<file path="src/rtl/gpr_file_sb_pkg.sv">
// rtl/gpr_file_sb_pkg.sv - shared flag-op encodings and defaults for the GPR file
package gpr_file_sb_pkg;

   typedef enum logic [1:0] {
      FLAG_OP_DIS        = 2'b00,
      FLAG_OP_SET        = 2'b01,
      FLAG_OP_SET_AND_WR = 2'b10,
      FLAG_OP_OR_AND_WR  = 2'b11
   } flag_op_t;

   localparam int FLAG_ADDR_DEFAULT = 31;

   // A pure SET is a flag-only operation; every other mode lets the GPR write through.
   function automatic logic op_writes_gpr(input logic [1:0] op);
      return op != FLAG_OP_SET;
   endfunction

   function automatic logic op_updates_flag(input logic [1:0] op);
      return op != FLAG_OP_DIS;
   endfunction

endpackage

</file>
<file path="src/rtl/gpr_file_sb_scoreboard.sv">
// rtl/gpr_file_sb_scoreboard.sv - pending-write busy bits and RAW/WAW stall generation
module gpr_scoreboard #(
   parameter int ADDR_W = 5,
   parameter int BYPASS = 1
) (
   input  logic                  clk,
   input  logic                  reset,
   input  logic [ADDR_W-1:0]     a1,
   input  logic [ADDR_W-1:0]     a2,
   input  logic                  re1,
   input  logic                  re2,
   input  logic                  we,
   input  logic [ADDR_W-1:0]     awr,
   input  logic                  iss_valid,
   input  logic [ADDR_W-1:0]     iss_addr,
   output logic                  stall,
   output logic [2**ADDR_W-1:0]  busy
);

   localparam int   NREG = 2**ADDR_W;
   localparam logic BP   = (BYPASS != 0);

   logic [NREG-1:0] busy_q;
   logic [NREG-1:0] busy_next;
   logic            clr1;
   logic            clr2;
   logic            clri;

   // A writeback in flight this cycle releases its register early only when bypassing.
   assign clr1 = BP && we && (awr == a1);
   assign clr2 = BP && we && (awr == a2);
   assign clri = BP && we && (awr == iss_addr);

   assign stall = (re1 && busy_q[a1] && !clr1)
               || (re2 && busy_q[a2] && !clr2)
               || (iss_valid && busy_q[iss_addr] && !clri);

   always_comb begin
      busy_next = busy_q;
      if (we && (awr != '0))
         busy_next[awr] = 1'b0;
      // Set is applied after clear so the newer writer keeps ownership.
      if (iss_valid && !stall && (iss_addr != '0))
         busy_next[iss_addr] = 1'b1;
      busy_next[0] = 1'b0;
   end

   always_ff @(posedge clk or posedge reset) begin
      if (reset)
         busy_q <= '0;
      else
         busy_q <= busy_next;
   end

   assign busy = busy_q;

endmodule

</file>
<file path="src/rtl/gpr_file_sb.sv">
// rtl/gpr_file_sb.sv - parametrised GPR file with flag register, bypass and issue scoreboard
module gpr_file_sb
   import gpr_file_sb_pkg::*;
#(
   parameter int DATA_W    = 32,
   parameter int ADDR_W    = 5,
   parameter int FLAG_ADDR = FLAG_ADDR_DEFAULT,
   parameter int BYPASS    = 1
) (
   input  logic                  clk,
   input  logic                  reset,
   input  logic [ADDR_W-1:0]     a1,
   input  logic [ADDR_W-1:0]     a2,
   input  logic                  re1,
   input  logic                  re2,
   output logic [DATA_W-1:0]     rd1,
   output logic [DATA_W-1:0]     rd2,
   input  logic                  we,
   input  logic [ADDR_W-1:0]     awr,
   input  logic [DATA_W-1:0]     din,
   input  logic [1:0]            flag_op,
   input  logic [DATA_W-1:0]     nflag,
   output logic [DATA_W-1:0]     flag,
   input  logic                  iss_valid,
   input  logic [ADDR_W-1:0]     iss_addr,
   output logic                  stall,
   output logic [2**ADDR_W-1:0]  busy
);

   localparam int                NREG     = 2**ADDR_W;
   localparam logic [ADDR_W-1:0] FLAG_IDX = ADDR_W'(FLAG_ADDR);
   localparam logic              BP       = (BYPASS != 0);

   logic [DATA_W-1:0] regs [NREG];
   logic              wr_gpr;
   logic              flag_upd;
   logic              flag_hit;
   logic [DATA_W-1:0] flag_next;
   logic              fwd;
   logic [DATA_W-1:0] fwd_val;

   assign wr_gpr    = we && (awr != '0) && op_writes_gpr(flag_op);
   assign flag_upd  = op_updates_flag(flag_op);
   assign flag_hit  = (awr == FLAG_IDX) && flag_upd;
   assign flag_next = (flag_op == FLAG_OP_OR_AND_WR) ? (regs[FLAG_ADDR] | nflag) : nflag;

   always_ff @(posedge clk or posedge reset) begin
      if (reset) begin
         for (int i = 0; i < NREG; i++)
            regs[i] <= '0;
      end else begin
         // The flag update owns FLAG_ADDR whenever both target it.
         if (wr_gpr && !flag_hit)
            regs[awr] <= din;
         if (flag_upd)
            regs[FLAG_ADDR] <= flag_next;
      end
   end

   // Forwarding is suppressed during reset so reads show the cleared array at once.
   assign fwd     = BP && wr_gpr && !reset;
   assign fwd_val = flag_hit ? flag_next : din;

   always_comb begin
      rd1 = regs[a1];
      if (fwd && (awr == a1))
         rd1 = fwd_val;
      if (a1 == '0)
         rd1 = '0;
   end

   always_comb begin
      rd2 = regs[a2];
      if (fwd && (awr == a2))
         rd2 = fwd_val;
      if (a2 == '0)
         rd2 = '0;
   end

   assign flag = regs[FLAG_ADDR];

   gpr_scoreboard #(
      .ADDR_W (ADDR_W),
      .BYPASS (BYPASS)
   ) u_scoreboard (
      .clk       (clk),
      .reset     (reset),
      .a1        (a1),
      .a2        (a2),
      .re1       (re1),
      .re2       (re2),
      .we        (we),
      .awr       (awr),
      .iss_valid (iss_valid),
      .iss_addr  (iss_addr),
      .stall     (stall),
      .busy      (busy)
   );

endmodule

</file>
<file path="config.mk">
export PLATFORM = sky130hd
export DESIGN_NAME = gpr_file_sb
export DESIGN_NICKNAME = d
export VERILOG_FILES = /design/src/rtl/gpr_file_sb_pkg.sv /design/src/rtl/gpr_file_sb_scoreboard.sv /design/src/rtl/gpr_file_sb.sv
export SDC_FILE = /design/constraint.sdc
export NUM_CORES = 2
export LEC_CHECK = 0
export BUFFER_PORTS_ARGS = -buffer_cell sky130_fd_sc_hd__buf_4
export CORE_UTILIZATION = 40
export DETAILED_ROUTE_END_ITERATION = 10
export PLACE_DENSITY_LB_ADDON = 0.3
export SKIP_CTS_REPAIR_TIMING = 1
export SLEW_MARGIN = 20
export SYNTH_ARGS = -nofsm -noshare
export SYNTH_HDL_FRONTEND = slang
export SYNTH_SLANG_ARGS = --single-unit
</file>
<file path="constraint.sdc">
create_clock -name clk -period 41.4 [get_ports clk]
set_input_delay 2.07 -clock clk [delete_from_list [all_inputs] [get_ports clk]]
set_output_delay 2.07 -clock clk [all_outputs]
set_load 0.02 [all_outputs]
</file>
Word-level counts from Yosys, hierarchy flattened
Cells that the tools add are included.

Register bits: 1055. Bits in latches: 0. Bits in writable memories: 0. ROM bits: 0. Input bits: 92. Output and inout port bits: 129. Logic and storage cells: 120. Memories kept: 0.

$add $sub $neg: 0. Multipliers: 0. Div/mod/pow operators: 0. Magnitude comparators: 10. Eq/ne operators: 6. Shifts and indexed selects: 0. Mux-type cells: 29. Bitwise operators: 7. Reductions and logical operators: 35.

Operators with widths (count): bitwise mux 1024 bit (1); two-way mux 32 bit (15); binary-select mux 32 bit (select 5 bit) (2); demux 32 bit (select 5 bit) (1); OR 32 bit (2); bitwise AND 32 bit (1); inverter 32 bit (1); < comparator 5 x 6 -> 1 bit (second input constant) (4); logical AND 1 bit (21); >= comparator 6 bit (second input constant) (3); inverter 5 -> 6 bit (3); binary-select mux 1 bit (select 5 bit) (3); equality test 5 bit (3); demux 1 bit (select 5 bit) (2); >= comparator 5 x 1 -> 1 bit (second input constant) (2); zero test 5 bit (2); nonzero test 5 bit (2); zero test 1 bit (6); < comparator 6 x 1 -> 1 bit (second input constant) (1); equality test 5 bit (second input constant) (1); two-way mux 1 bit (5); nonzero test 2 bit (2); equality test 2 bit (second input constant) (1); logical OR 1 bit (2); != test 2 x 1 -> 1 bit (second input constant) (1).

Depth between registers and ports, before layout
Depth in word-level cells: 10. Gate-level depth with buffers: 11. Depth with buffers taken out: 6.

Hierarchy
Synthesis repeated with hierarchy kept, for this count alone.

Cells, all modules: 4676. Area, all modules: 60506.8 um2.

By module, submodules not included: gpr_file_sb (instances 1, cells an instance 4433, area an instance 57924.3 um2, seq. area each 25624.6 um2); gpr_scoreboard (instances 1, cells an instance 243, area an instance 2582.5 um2, seq. area each 775.7 um2).

Worst setup path after synthesis
No wires, ideal clock.

Kind: in2out. Start: input port a1[0]. End: output port rd1[18]. Data arrival time: 4.238 ns. Data required time: 39.330 ns. Setup slack: 35.092 ns. Stages on the path: 10. Buffers on the path: 5. Path through: buf_2 > buf_2 > buf_2 > xor2_1 > nor3_1 > nand3_1 > or3_1 > buf_2 > buf_2 > a211oi_1.

Longest elaborated chain between the ends: 6. Elaborated cells on any way between the ends: 9. Classes of those cells: 1 x eq/ne; 5 x mux; 1 x bitwise; 2 x reduce/logical.

Ends and longest elaborated chain: from (decl) (RTL line gpr_file_sb.sv:12) `input logic [ADDR_W-1:0] a1,`; inverter 5 -> 6 bit (implied by the code) (RTL line gpr_file_sb.sv:65) `rd1 = regs[a1];`; binary-select mux 32 bit (select 5 bit) (RTL line gpr_file_sb.sv:65); two-way mux 32 bit (implied by the code) (2 in a row) (RTL line gpr_file_sb.sv:65); two-way mux 32 bit (RTL line gpr_file_sb.sv:66) `if (fwd && (awr == a1))`; two-way mux 32 bit * (RTL line gpr_file_sb.sv:68) `if (a1 == '0)`; to (decl) (RTL line gpr_file_sb.sv:16) `output logic [DATA_W-1:0] rd1,`.

Mark *: on every way between the ends. The rest lies on a longest branch, timed or not. The select of a mux whose other input is x is not followed.

Worst setup path in the final report
Start: input port a2[1]. End: output port rd2[28].

Longest elaborated chain between the ends: 6. Elaborated cells on any way between the ends: 9. Classes of those cells: 1 x eq/ne; 5 x mux; 1 x bitwise; 2 x reduce/logical.

Ends and longest elaborated chain: from (decl) (RTL line gpr_file_sb.sv:13) `input logic [ADDR_W-1:0] a2,`; inverter 5 -> 6 bit (implied by the code) (RTL line gpr_file_sb.sv:73) `rd2 = regs[a2];`; binary-select mux 32 bit (select 5 bit) (RTL line gpr_file_sb.sv:73); two-way mux 32 bit (implied by the code) (2 in a row) (RTL line gpr_file_sb.sv:73); two-way mux 32 bit (RTL line gpr_file_sb.sv:74) `if (fwd && (awr == a2))`; two-way mux 32 bit * (RTL line gpr_file_sb.sv:76) `if (a2 == '0)`; to (decl) (RTL line gpr_file_sb.sv:17) `output logic [DATA_W-1:0] rd2,`.

Marked as above.

==> qor.txt <==
Type of origin of the critical path = primary input
Post-DR vias/cell = 6.487
Post-synth net total = 4244
Post-route setup slack = 31800 ps
Largest net degree at the start of global routing = 166
Post-synthesis sequential area ratio = 45.00%
Iteration-0 DRC Markers = 4006
Vias in the first global route = 39.53k
Post-layout util = 44.86%
DP Wirelength = 111.1 mm
Wire length per cell = 32.44 um
DRC violations left = 0
Flop pwr share = 44.0%
Leakage = 27.92 nW
Filler Cell Count = 13.02k
Switching power share of the total = 28.04%
Pre-antenna DRT Iters = 7
Final Hold Vio Count = 0
Via count = 39.38k
Mapped cell area = 58660 um2
Comb pwr share = 21.0%
Critical Path Most Common Cell = buf_4
Synthesis-to-layout area growth = 11.32%
Die Wd = 385.0 um
Die area = 148200 um2
Remaining antenna violation count after routing = 0
Critical path type = in -> out
Synth cell types = 54
Number of synthesized flops with an enable pin = 0
Io pins = 221
Required @ worst endpoint = 39330 ps
CP Max Fanout = 73
Fin Setup TNS = 0 ps
Total buffers and inverters traversed by the critical path = 6
Max-slew headroom = 18.95%
Status = finished clean
Clk sinks = 1055
GRT Overall Usage = 26.53%
Highest Clock Rate = 0.1042 GHz
Clock Skew = 8.053 ps
Min-Delay Path Class = reg -> reg
First-pass GRT wire length = 287.2 mm
Internal power = 2.200 mW
Clk pwr share = 35.0%
Post-synth top area cell = dfrtp_1
Fraction of registers with async set/reset = 100.0%
Final #Nets = 4158
Max IR drop VDD = 0.00003971 V
Total grt overflow = 0
Xor/xnor cell area share of the yosys netlist = 0.2240%
Arrival @ worst endpoint = 7530 ps
Worst Tran Pin Value = 1206 ps
Initial antenna violation count = 5
Max-slew violation count = 0
CP max stage delay = 960 ps
P_sw = 0.8573 mW
Yosys top cell area share = 45.00%
Clk slew on worst S/H paths = 60 ps
Synth Area per Inst = 14.13 um2
Clk root buf = clkbuf_16
Post-synthesis adder-cell area fraction = 0%
RSZ-0062 raised after global routing = no
Setup violations, final = 0
Final WL = 196.9 mm
Worst setup EP type = output pin
Synth cell count leaders = dfrtp_1, mux2_2, mux4_2, clkbuf_1, mux2i_1
Mapped Cells = 4152
Synth Warn # = 0
Final min period = 9599 ps
Setup WS pre-CTS = 32000 ps
CTS HTree Levels = 3
Critical path's top delay family = buffers and inverters
Main combinational cell family by area after synthesis = multiplexers
Power density over cell area = 46.81 nW/um2
Final GP Congestion = 0.8515
Simple-gate share of the synthesized area = 2.367%
Slowest CP cell = buf_4
TritonCTS clock tree = yes
Initial Utilization = 40.30%
Core ar. = 145600 um2
Largest buffer count on any clock path = 3
IO buf count = 219
Flops & latches, synth = 1055
Total CTS buffers = 111
Crit-path cells = buf_8, buf_4, buf_4, buf_4, nor3_2, buf_4, a221oi_1, o21ai_0, a21oi_1, nor3_1, nor3_1, buf_4
Complex-gate fraction of the synthesized area = 5.904%
Synth top area cells = dfrtp_1, mux4_2, mux2_2, mux2i_1, clkbuf_1
Part of the cycle the worst path needs = 23.19%
Die Ht = 385.0 um
Max_cap viols = 0
Mux cell area share after synthesis = 42.48%
Most frequent cell after synthesis = dfrtp_1
Share of cells above drive strength 1 = 48.76%
Most used DFF post-synth = dfrtp_1
Latest clock arrival within the worst-skew pair = 730 ps
# rows = 140
## cells by family (layout without fill, tap and decap cells)
| family | count (synthesis) | count (layout) |
|---|---|---|
| muxes | 1746 | 1746 |
| DFF | 1055 | 1055 |
| buffers and inverters | 519 | 520 |
| AOI/OAI and AO/OA | 518 | 518 |
| and+or+nand+nor | 298 | 298 |
| xor gates and xnor gates | 15 | 15 |
| other | 1 | 2 |
## worst paths after layout
check	startpoint	endpoint	slack [ps]	cells after the start
max	a2[1]	rd2[28]	31800	12
min	regs[1022]$_DFFE_PP0P_	regs[1022]$_DFFE_PP0P_	400	0
max reg2reg	u_scoreboard.busy[27]$_DFF_PP0_	u_scoreboard.busy[31]$_DFF_PP0_	38080	6
min reg2reg	regs[1022]$_DFFE_PP0P_	regs[1022]$_DFFE_PP0P_	400	0
max in group asynchronous	reset	regs[260]$_DFFE_PP0P_	35760	6
min in group asynchronous	reset	flag[30]$_DFFE_PP0P_	1480	2
## placed cells by master, fill, tap and decap left out, drive strengths merged, types with 2 or more instances in the layout
cell,n
bufinv,14
a221oi,61
o31ai,17
o211ai,18
nor3b,5
clkinvlp,4
mux4,498
a22oi,49
nand2,20
a21o,31
dfrtp,1055
o221ai,3
and2,2
a21oi,145
o41ai,16
a211oi,37
and3,2
clkinv,15
clkbuf,165
inv,12
nor2,130
a221o,2
nand3,13
nor3,91
buf,310
o21ai,123
nand2b,5
or3b,4
a22o,2
nand3b,6
a211o,2
nand4,5
nor2b,10
mux2i,279
xor2,7
o2111ai,4
or3,4
mux2,969
xnor2,8
## layout make-up
class | count | area, um2 | area share (%)
Timing Repair Buffer | 310 | 2407 | 3.686
Inverter | 10 | 47.55 | 0.07281
Sequential cell | 1055 | 26400 | 40.43
Clock inverter | 35 | 550.5 | 0.8430
Tap cell | 1917 | 2399 | 3.673
Multi-Input combinational cell | 2578 | 30190 | 46.24
Antenna cell | 1 | 2.502 | 0.003832
Clock buffer | 165 | 3303 | 5.058
## power groups by stage
stage / Sequential, mW / Combinational, mW / Clock, mW
final: 1.34 / 0.642 / 1.07
after global routing: 1.37 / 0.683 / 1.12
after CTS: 1.34 / 0.643 / 1.09
after detailed placement: 1.36 / 0.642 / 0
after global placement: 1.35 / 0.631 / 0
after floorplan: 1.32 / 0.479 / 0
## routing by layer
| metal | vias to the layer above | part of all wire (%) | track usage [%] |
|---|---|---|---|
| li1 | 15800 | - | - |
| met2 | 1824 | 46 | 40.87 |
| met4 | 0 | 3.6 | 9.053 |
| met3 | 374 | 8.5 | 5.632 |
| met1 | 21385 | 42 | 37.12 |
| met5 | - | 0 | 0 |
## stage by stage
step                hold slack, ps  cell area [um2]  total power [mW]  std cells
floorplan                    441.3            58660             1.802       4152
global placement             379.2            61440             1.977       5870
detailed placement           384.3            61450             1.998       5870
CTS                          400.8            65300             3.067       6070
global route                 406.6            65300             3.172       6071
finish                       397.0            65300             3.057       6071
## state kept, by name, indices dropped and copies added (netlist names)
signal and flops:
regs 992, flag 32, u_scoreboard.busy 31
Note: power is estimated with default switching activity, not from simulation.
